<file path="config.mk">
export PLATFORM = sky130hd
export DESIGN_NAME = mult_seq_n_flat
export DESIGN_NICKNAME = d
export VERILOG_FILES = /design/src/rtl/mult_seq_n_if.sv /design/src/rtl/mult_seq_n.sv /design/src/flat_wrapper.sv
export SDC_FILE = /design/constraint.sdc
export NUM_CORES = 1
export LEC_CHECK = 0
export CAP_MARGIN = 10
export CORE_ASPECT_RATIO = 0.9
export CORE_UTILIZATION = 40
export CTS_BUF_LIST = sky130_fd_sc_hd__clkbuf_4
export CTS_CLUSTER_DIAMETER = 120
export DETAILED_ROUTE_END_ITERATION = 12
export GPL_ROUTABILITY_DRIVEN = 0
export GPL_TIMING_DRIVEN = 0
export SLEW_MARGIN = 20
export SYNTH_ARGS = -nofsm -noshare
export SYNTH_HDL_FRONTEND = slang
export SYNTH_SLANG_ARGS = --single-unit
</file>
<file path="constraint.sdc">
create_clock -name Clk -period 3.3 [get_ports Clk]
set_clock_uncertainty 0.1 [all_clocks]
set_input_delay 0.33 -clock Clk [delete_from_list [all_inputs] [get_ports Clk]]
set_output_delay 0.33 -clock Clk [all_outputs]
set_load 0.005 [all_outputs]
</file>
<file path="src/rtl/mult_seq_n_if.sv">
// Operand/result bundle for the sequential add-shift multiplier.
// The controls are active-low. The results come straight from the multiplier's registers.
interface mult_seq_n_if #(
  parameter int unsigned WIDTH = 8
);
  logic             ClearA_LoadB;
  logic             Run;
  logic [WIDTH-1:0] S;
  logic             X;
  logic [WIDTH-1:0] Aval;
  logic [WIDTH-1:0] Bval;
  logic             Busy;
  logic             Done;

  modport master (
    output ClearA_LoadB, Run, S,
    input  X, Aval, Bval, Busy, Done
  );

  modport slave (
    input  ClearA_LoadB, Run, S,
    output X, Aval, Bval, Busy, Done
  );
endinterface

</file>
<file path="src/rtl/mult_seq_n.sv">
// Parametrised sequential add-shift multiplier. The product is left in A:B, with the sign/carry in X.
// Signed mode subtracts the multiplicand on the final step. B keeps the low half, so runs can be chained.
module mult_seq_n #(
  parameter int unsigned WIDTH  = 8,
  parameter bit          SIGNED = 1'b1
) (
  input  logic       Clk,
  input  logic       Reset,
  mult_seq_n_if.slave bus
);
  localparam int unsigned       CW   = $clog2(WIDTH) + 1;
  localparam logic [CW-1:0]     LAST = CW'(WIDTH - 1);

  typedef enum logic [1:0] {IDLE, ADD, SHIFT, DONE} state_t;

  state_t           state, state_nxt;
  logic [WIDTH-1:0] a, a_nxt, b, b_nxt, m, m_nxt;
  logic             x, x_nxt;
  logic [CW-1:0]    cnt, cnt_nxt;
  logic             busy, busy_nxt, done, done_nxt;
  logic [WIDTH:0]   ext_a, ext_m, sum;

  // State and datapath registers; reset wins over everything
  always_ff @(posedge Clk) begin
    if (!Reset) begin
      state <= IDLE;
      a     <= '0;
      b     <= '0;
      m     <= '0;
      x     <= 1'b0;
      cnt   <= '0;
      busy  <= 1'b0;
      done  <= 1'b0;
    end else begin
      state <= state_nxt;
      a     <= a_nxt;
      b     <= b_nxt;
      m     <= m_nxt;
      x     <= x_nxt;
      cnt   <= cnt_nxt;
      busy  <= busy_nxt;
      done  <= done_nxt;
    end
  end

  // Partial-product adder at WIDTH+1 bits. In signed mode the final step subtracts the multiplicand.
  always_comb begin
    ext_a = SIGNED ? {a[WIDTH-1], a} : {1'b0, a};
    ext_m = SIGNED ? {m[WIDTH-1], m} : {1'b0, m};
    sum   = (SIGNED && (cnt == LAST)) ? (ext_a - ext_m) : (ext_a + ext_m);
  end

  // Next-state and datapath control
  always_comb begin
    state_nxt = state;
    a_nxt     = a;
    b_nxt     = b;
    m_nxt     = m;
    x_nxt     = x;
    cnt_nxt   = cnt;

    unique case (state)
      IDLE: begin
        if (!bus.Run) begin
          m_nxt     = bus.S;
          a_nxt     = '0;
          x_nxt     = 1'b0;
          cnt_nxt   = '0;
          state_nxt = ADD;
        end else if (!bus.ClearA_LoadB) begin
          b_nxt = bus.S;
          a_nxt = '0;
          x_nxt = 1'b0;
        end
      end
      ADD: begin
        if (b[0]) {x_nxt, a_nxt} = sum;
        state_nxt = SHIFT;
      end
      SHIFT: begin
        x_nxt     = SIGNED ? x : 1'b0;
        a_nxt     = {x, a[WIDTH-1:1]};
        b_nxt     = {a[0], b[WIDTH-1:1]};
        cnt_nxt   = cnt + CW'(1);
        state_nxt = (cnt == LAST) ? DONE : ADD;
      end
      DONE: begin
        // Run must be seen high before the block returns to IDLE, so a held Run cannot re-trigger
        if (bus.Run) state_nxt = IDLE;
      end
      default: state_nxt = IDLE;
    endcase

    busy_nxt = (state_nxt == ADD) || (state_nxt == SHIFT);
    done_nxt = (state_nxt == DONE);
  end

  assign bus.X    = x;
  assign bus.Aval = a;
  assign bus.Bval = b;
  assign bus.Busy = busy;
  assign bus.Done = done;
endmodule

</file>
<file path="src/flat_wrapper.sv">
// flat-port wrapper written by rule: the top's interface ports become plain ports
module mult_seq_n_flat 
#(
  parameter int unsigned WIDTH  = 8,
  parameter bit          SIGNED = 1'b1
)
  (Clk, Reset, bus_ClearA_LoadB, bus_Run, bus_S, bus_X, bus_Aval, bus_Bval, bus_Busy, bus_Done);
  mult_seq_n_if #(.WIDTH(WIDTH)) bus_i ();
  input  logic Clk;
  input  logic Reset;
  input wire logic [$bits(bus_i.ClearA_LoadB)-1:0] bus_ClearA_LoadB;
  input wire logic [$bits(bus_i.Run)-1:0] bus_Run;
  input wire logic [$bits(bus_i.S)-1:0] bus_S;
  output wire logic [$bits(bus_i.X)-1:0] bus_X;
  output wire logic [$bits(bus_i.Aval)-1:0] bus_Aval;
  output wire logic [$bits(bus_i.Bval)-1:0] bus_Bval;
  output wire logic [$bits(bus_i.Busy)-1:0] bus_Busy;
  output wire logic [$bits(bus_i.Done)-1:0] bus_Done;
  assign bus_i.ClearA_LoadB = bus_ClearA_LoadB;
  assign bus_i.Run = bus_Run;
  assign bus_i.S = bus_S;
  assign bus_X = bus_i.X;
  assign bus_Aval = bus_i.Aval;
  assign bus_Bval = bus_i.Bval;
  assign bus_Busy = bus_i.Busy;
  assign bus_Done = bus_i.Done;
  mult_seq_n #(.WIDTH(WIDTH), .SIGNED(SIGNED)) u_core (.Clk(Clk), .Reset(Reset), .bus(bus_i));
endmodule
</file>
==> results of run 1 <==
[layout make-up]
cell class | count | area (um2)
Fill cell | 531 | 2410
Sequential cell | 33 | 661
Clock buffer | 6 | 45.0
Buffer | 11 | 52.6
Tap cell | 65 | 81.3
Inverter | 11 | 41.3
Multi-Input combinational cell | 197 | 1380
Clock inverter | 2 | 10.0
Timing Repair Buffer | 30 | 300
[synthesized netlist by cell type (5+ instances only)]
master and n:
sky130_fd_sc_hd__and2_1 7, sky130_fd_sc_hd__ha_1 15, sky130_fd_sc_hd__o21a_1 5, sky130_fd_sc_hd__o21ai_0 16, sky130_fd_sc_hd__xnor2_1 5, sky130_fd_sc_hd__a21oi_1 6
sky130_fd_sc_hd__nand2_1 41, sky130_fd_sc_hd__o211a_1 8, sky130_fd_sc_hd__mux2i_1 11, sky130_fd_sc_hd__nand2b_1 5, sky130_fd_sc_hd__nor2_1 7, sky130_fd_sc_hd__a21boi_0 9
sky130_fd_sc_hd__clkbuf_1 6, sky130_fd_sc_hd__dfxtp_1 33, sky130_fd_sc_hd__nor2b_1 8, sky130_fd_sc_hd__inv_1 11, sky130_fd_sc_hd__nand3_1 9
[worst max-delay path: cells and delay by family (launching register included)]
family / cells / cell delay [ns]
and+or+nand+nor: 3 / 0.67
AOI/OAI and AO/OA: 4 / 1.17
buffers and inverters: 1 / 0.09
DFF: 1 / 0.39
adders and majority gates: 2 / 0.50
[stage by stage]
step | setup slack (ns) | instances | util, % | hold slack (ns) | total power [uW]
after global placement | 0.316 | 347 | 50.5 | 0.382 | 782
after CTS | 0.267 | 355 | 51.6 | 0.401 | 1020
after detailed placement | 0.287 | 347 | 50.5 | 0.386 | 785
after global routing | 0.129 | 355 | 51.6 | 0.420 | 1080
after floorplan | 0.657 | 252 | - | 0.355 | 684
final | 0.290 | 355 | 51.6 | 0.395 | 1010
[worst min-delay path by stage]
stage | cells after the start | startpoint | endpoint
global placement | 2 | u_core.m[1] | u_core.m[1]
global route | 2 | u_core.m[1] | u_core.m[1]
detailed placement | 2 | u_core.m[1] | u_core.m[1]
CTS | 2 | u_core.m[1] | u_core.m[1]
floorplan | 1 | Reset | u_core.bus.Aval[7]
finish | 2 | u_core.m[1] | u_core.m[1]
[layer usage]
| metal | part of all wire [%] | GRT usage, % | vias up |
|---|---|---|---|
| met5 | 0 | 0 | - |
| met4 | 0.50 | 3.03 | 0 |
| met3 | 3.7 | 4.08 | 5 |
| met2 | 44 | 31.1 | 37 |
| met1 | 52 | 26.2 | 848 |
| li1 | - | - | 977 |
[cell families after synthesis]
family          Yosys count  share of synthesized area, %
flops                    33                          30.9
compound gates           70                          24.4
mux                      11                          5.15
xor+xnor                  8                          3.28
fa+ha+maj                16                          9.72
buf+inv                  22                          4.39
simple gates             92                          22.1
[power by group through the flow]
stage / sequential (uW) / clock [uW] / combinational (uW)
after CTS: 444 / 241 / 333
after detailed placement: 453 / 0 / 331
after global placement: 453 / 0 / 330
final: 444 / 232 / 331
after floorplan: 449 / 0 / 235
after global routing: 448 / 265 / 367
[state kept, by name (all words and copies together) (netlist names)]
signal           cells
u_core.cnt           4
u_core.bus.Bval      8
u_core.state         2
u_core.bus.Done      1
u_core.bus.Busy      1
u_core.bus.Aval      8
u_core.bus.X         1
u_core.m             8
[cells in the final DEF, fill, tap and decap left out, types with 4 or more instances in the layout]
master and instances:
sky130_fd_sc_hd__a21boi_0 9, sky130_fd_sc_hd__a21oi_1 6, sky130_fd_sc_hd__and2_1 7, sky130_fd_sc_hd__clkbuf_1 6, sky130_fd_sc_hd__clkbuf_4 6, sky130_fd_sc_hd__clkdlybuf4s50_1 30
sky130_fd_sc_hd__dfxtp_1 33, sky130_fd_sc_hd__ha_1 15, sky130_fd_sc_hd__inv_1 11, sky130_fd_sc_hd__mux2i_1 11, sky130_fd_sc_hd__nand2_1 41, sky130_fd_sc_hd__nand2b_1 5
sky130_fd_sc_hd__nand3_1 9, sky130_fd_sc_hd__nor2_1 7, sky130_fd_sc_hd__nor2b_1 8, sky130_fd_sc_hd__nor3_1 4, sky130_fd_sc_hd__o211a_1 8, sky130_fd_sc_hd__o21a_1 5
sky130_fd_sc_hd__o21ai_0 16, sky130_fd_sc_hd__xnor2_1 5
==> summary by stage, run 1 <==
Clocking
The maximum root-to-sink buffer count is 2. The post-CTS resize count is 0. In this run the post-CTS setup repair buffer count came out at 0. After clock tree synthesis, the clock-pin slew on the worst setup and hold paths is 0.11 ns. In this run the number of H-tree levels came out at 2. The number of buffers inserted by hold repair at cts is 0. The number of sinks handled by clock tree synthesis is 33. The latest clock arrival within the worst-skew pair is 0.33 ns. The CTS tree is done. CTS placed an instance of sky130_fd_sc_hd__clkbuf_4 at the clock tree root.

The number of clock buffers added by TritonCTS is 5.

Worst setup path
For this design, the slowest cell found on the critical path is sky130_fd_sc_hd__o21ai_0. Following the worst setup path forward leads to its endpoint at u_core.bus.Aval[5]. STA puts the critical path data required time at 3.44 ns. The number of cells traversed by the worst register-to-register path is 10. The critical path data arrival time is 3.15 ns. The cell that appears most often on the critical path is sky130_fd_sc_hd__ha_1. The largest stage delay on the critical path is 0.44 ns. The worst setup path startpoint is u_core.cnt[0]. The origin of the critical flop-to-flop path is u_core.cnt[0]. The worst reg-to-reg setup slack is 0.29 ns.

The signal on the critical path passes through ha_1, nand3b_1, o21ai_0, inv_1, ha_1, nor2b_4, o31a_1, o21a_1, or3_1, a32o_1. STA classifies the critical path endpoint as a flip-flop. The maximum fanout along the worst path is 6. The endpoint of the worst-slack reg-to-reg timing path is u_core.bus.Aval[5]. The startpoint class of the critical path is a flip-flop. The critical path start-end classification is reg2reg.

Synthesis
The portion of synthesized cell area occupied by the leading cell type is 30.9%. Synthesis produced 252 cells. The top cell type by total area after synthesis is sky130_fd_sc_hd__dfxtp_1. The area of the mapped netlist is 2140 um2.

The count of state elements after synthesis is 33. After synthesis, the share of flip-flops with an asynchronous set or reset is 0%. The number of nets handed over by synthesis was 280. Each instance of the synthesized netlist takes up on average 8.48 um2. By area the synthesized netlist is led by sky130_fd_sc_hd__dfxtp_1, sky130_fd_sc_hd__ha_1, sky130_fd_sc_hd__nand2_1. For this run, the leading register cell type out of synthesis is sky130_fd_sc_hd__dfxtp_1. The sequential-to-total area share from yosys stat is 30.9%. The warning count from the yosys run is 0. After synthesis, the netlist uses 47 different library cells. The number of synthesized flops with an enable pin is 0.

Placed design
The placed instance area is 2520 um2. After legalization and detailed placement, the total HPWL measured 3910 um. The count of buffers added on input and output ports is 30.

Cells and area
The number of diodes added for antenna fixing is 0. From synthesis to final layout, the design area changed by 20.4%. In the final layout, the share of cells above drive strength 1 is 6.90%. At the end of the flow, the number of nets in the layout was 317. Summing all non-filler instances in the final layout gives an area of 2570 um2.

Routing
The residual antenna-violating net count after detailed routing is 0. The via density per instance is 5.26. The number of design-rule violations left by the first detailed-router iteration is 73. The average wire per standard cell is 14.1 um. Across all layers, the routed design uses 1867 vias. The total DRC errors in the routed layout is 0. The wire length after detailed routing is 4990 um. Before antenna repair, the detailed router went through 4 iterations.

Timing
The number of slew-limit violations in the final report is 0. At the pin with the least slew margin, the transition time is 0.630 ns. Setup repair after global routing left no endpoint under its margin. The tightest slew margin relative to the limit is 58.0%.

Adding up every negative setup slack in the final design gives 0 ns. The final hold violation count came to 0. Based on the critical path, the design can be clocked at up to 332 MHz. The part of the cycle the worst path needs is 91.2%. The final-report setup violation count is 0. The time the final worst path needs with I/O delays and setup is 3.01 ns.

Global routing
The total global routing track utilization is 19.0%. The via count of the first global-routing pass came to 1819. The maximum number of pins on one net before global-route repair is 11. The first global-routing pass estimated 8420 um of wire.

The final global-route overflow total is 0. The initial antenna violation count is 0.

Power and ir drop
The maximum resistive drop on vdd is 0.164 mV. The clock power share is 23.0%. Combinational logic is responsible for 32.9% of the overall power.

In this run switching power makes up 33.3% of total power. The power density relative to cell area is 391 nW/um2. The portion of total power attributed to sequential cells is 44.1%. The leakage power is 0.00103 uW. The internal power of the cells totals 671 uW. Summed over all nets, the switching power comes to 336 uW.

Die
In this run the vertical extent of the chip is 71.3 um. The floorplan step defined a die boundary enclosing 5640 um2. 31 I/O pins were placed. In this run the horizontal extent of the chip is 79.0 um.

After floorplanning, the core was divided into 24 placement rows. The starting density of the core is 42.9%. The core region is 4980 um2.

Hold path
The worst hold-check path type is reg2reg.

Status
The run finished with clean final reports.

Run
Max-cap violations in this run came to 0.
(Power assumes the default switching activity.)
==> run 2: changes to the inputs <==
--- a/config.mk
+++ b/config.mk
@@ -13,7 +13,7 @@
 export DETAILED_ROUTE_END_ITERATION = 12
 export GPL_ROUTABILITY_DRIVEN = 0
 export GPL_TIMING_DRIVEN = 0
-export SLEW_MARGIN = 20
+export REMOVE_ABC_BUFFERS = 1
 export SYNTH_ARGS = -nofsm -noshare
 export SYNTH_HDL_FRONTEND = slang
 export SYNTH_SLANG_ARGS = --single-unit
==> summary by stage, run 2 (same netlist as run 1, synthesis figures left out) <==
Run
The max-capacitance violation count is 0 (unchanged).

Worst setup path
The startpoint class of the critical path is a flip-flop (unchanged). The critical path data arrival time is 3.13 ns (was 3.15 ns). Critical path cell sequence: ha_1, nand3b_1, o21ai_0, inv_1, ha_1, nor2b_4, o31a_1, o21a_1, or3_1, a32o_1 (unchanged). The maximum fanout along the worst path is 6 (unchanged).

The critical path start-end classification is reg2reg (unchanged). The required time at the endpoint of the critical path came to 3.45 ns (was 3.44 ns). The cell with the biggest individual delay on the critical path is sky130_fd_sc_hd__dfxtp_1 (was sky130_fd_sc_hd__o21ai_0). The most numerous cell on the critical path is sky130_fd_sc_hd__ha_1 (unchanged). The sort of element at the end of the critical path is a flip-flop (unchanged).

The count of buffer and inverter cells on the critical path is 1 (unchanged). The largest stage delay on the critical path is 0.38 ns (was 0.44 ns). The cell family contributing the most delay on the critical path is compound AO/OA/AOI/OAI gates (unchanged).

Cells and area
The area used by multi-input combinational logic is 1380 um2 (unchanged). The post-layout net count is 306 (was 317). The most common cell after layout, fill and taps aside is sky130_fd_sc_hd__nand2_1 (unchanged). Highest-count cells in the layout ignoring fill and taps: sky130_fd_sc_hd__nand2_1, sky130_fd_sc_hd__dfxtp_1, sky130_fd_sc_hd__clkdlybuf4s50_1 (unchanged). The register area was 661 um2 (unchanged).

The fill cell instance count of the final layout came to 515 (was 531). The number of diodes added for antenna fixing is 0 (unchanged). The core utilization of the finished layout is 51.1% (was 51.6%). The share of post-route cells with drive strength above 1 was 5.02% (was 6.90%).

The post-synthesis to final-layout area growth is 19.1% (was 20.4%).

Timing
The number of slew-limit violations in the final report was 0 (unchanged). The final setup slack of the worst path is 0.325 ns (was 0.290 ns). The final-report setup violation count was 0 (unchanged).

RSZ-0062 raised after global routing: false (unchanged). The final hold violation count is 0 (unchanged). The tightest slew margin relative to the limit was 24.8% (was 58.0%). The time the final worst path needs with I/O delays and setup is 2.97 ns (was 3.01 ns). The final setup TNS is 0 ns (unchanged). The slew at the pin closest to its max-slew limit is 1.13 ns (was 0.630 ns).

The part of the cycle the worst path needs is 90.1% (was 91.2%). The fmax is 336 MHz (was 332 MHz). The worst hold slack is 0.425 ns (was 0.395 ns).

Routing
The total DRC errors in the routed layout was 0 (unchanged). The first-pass detailed-route iteration total came to 4 (unchanged). The number of design-rule violations left by the first detailed-router iteration came to 82 (was 73).

The wire length after detailed routing is 4970 um (was 4990 um). The average wire per standard cell is 14.4 um (was 14.1 um). The total vias in the final route is 1886 (was 1867). The residual antenna-violating net count after detailed routing is 0 (unchanged). The via density per instance is 5.48 (was 5.26).

Global routing
The via count of the first global-routing pass is 1734 (was 1819). The initial antenna violation count came to 0 (unchanged). The maximum number of pins on one net before global-route repair is 35 (was 11).

The final global-route overflow total is 0 (unchanged). The total global routing track utilization is 19.2% (was 19.0%). The global-route wire length before repair is 8350 um (was 8420 um).

Clocking
The total CTS buffers is 5 (unchanged). The maximum root-to-sink buffer count came to 2 (unchanged). The H-tree depth reported by CTS came to 2 (unchanged). The CTS tree is done (unchanged). The clock tree root buffer cell is sky130_fd_sc_hd__clkbuf_4 (unchanged). The clock transition at the registers of the reported paths was 0.12 ns (was 0.11 ns).

The number of buffers inserted by hold repair at cts is 0 (unchanged). The number of post-CTS setup repair buffers is 0 (unchanged). The number of sinks handled by clock tree synthesis is 33 (unchanged). The latest clock arrival within the worst-skew pair was 0.35 ns (was 0.33 ns). The post-CTS resize count is 0 (unchanged).

Die
The I/O pin total was 31 (unchanged). The die area is 5640 um2 (unchanged). The placeable core region is 4980 um2 (unchanged).

The die height is 71.3 um (unchanged). The floorplan die width was 79.0 um (unchanged). The starting density of the core came to 42.9% (unchanged). The total number of placement rows was 24 (unchanged).

Hold path
The worst hold-check path type is reg2reg (unchanged).

Placed design
The worst slack at placement is 0.345 ns (was 0.287 ns). The number of input and output port buffers inserted is 30 (unchanged). The half-perimeter wire length after detailed placement is 3610 um (was 3910 um).

Power and ir drop
The power density relative to cell area is 424 nW/um2 (was 391 nW/um2). The leakage power came to 0.00101 uW (was 0.00103 uW). The maximum resistive drop on vdd came to 0.181 mV (was 0.164 mV).

Status
Outcome: complete, no violations (unchanged).
[run 2: cell count changes in the layout (fill, tap and decap cells not counted), moves of 2 or more]
cell / before / now
sky130_fd_sc_hd__clkbuf_1: 6 / 0
sky130_fd_sc_hd__buf_2: 3 / 0
sky130_fd_sc_hd__buf_4: 2 / 0
sky130_fd_sc_hd__clkinv_2: 2 / 0
[run 2: final cells by class]
class / count / area share [%]
Sequential cell: 33 / 26.0
Multi-Input combinational cell: 197 / 54.3
Inverter: 11 / 1.62
Clock buffer: 5 / 1.47
Tap cell: 65 / 3.20
Clock inverter: 3 / 1.62
Timing Repair Buffer: 30 / 11.8
[run 2: per-stage QoR]
| step | cells | power (uW) | cell area [um2] |
|---|---|---|---|
| floorplan | 241 | 673 | 2080 |
| global placement | 336 | 777 | 2470 |
| detailed placement | 336 | 778 | 2470 |
| CTS | 344 | 1100 | 2540 |
| global route | 344 | 1150 | 2540 |
| finish | 344 | 1080 | 2540 |
[run 2: worst paths after layout]
path | from | to | slack [ns] | cells after the start
worst max-delay path | u_core.cnt[1] | u_core.bus.Aval[5] | 0.33 | 10
worst min-delay path | u_core.m[0] | u_core.m[0] | 0.42 | 2
worst max register to register | u_core.cnt[1] | u_core.bus.Aval[5] | 0.33 | 10
worst min register to register | u_core.m[0] | u_core.m[0] | 0.42 | 2
[run 2: power breakdown]
part | switching (uW) | leakage, uW | internal, uW
clock network | 154 | 0.0000389 | 157
logic | 170 | 0.000697 | 156
registers | 23.1 | 0.000269 | 420
total | 347 | 0.00101 | 733
[run 2: layer usage]
layer	share of wire, %	GRT usage, %
met1	51	26.5
met2	43	29.4
met3	4.2	4.33
met4	1.1	6.67
met5	0	0
[run 2: tightest hold or removal path, delay by kind of cell, from the launching register on]
kind             cells  cell delay (ns)
AND/OR/NAND/NOR      1             0.06
AO/OA/AOI/OAI        1             0.07
flip-flops           1             0.35
==> run 3: changes to the inputs <==
--- a/config.mk
+++ b/config.mk
@@ -14,6 +14,7 @@
 export GPL_ROUTABILITY_DRIVEN = 0
 export GPL_TIMING_DRIVEN = 0
 export REMOVE_ABC_BUFFERS = 1
+export SKIP_LAST_GASP = 1
 export SYNTH_ARGS = -nofsm -noshare
 export SYNTH_HDL_FRONTEND = slang
 export SYNTH_SLANG_ARGS = --single-unit
==> results of run 3 <==
Same layout as run 2: the final DEF is identical, and so are final timing and power.
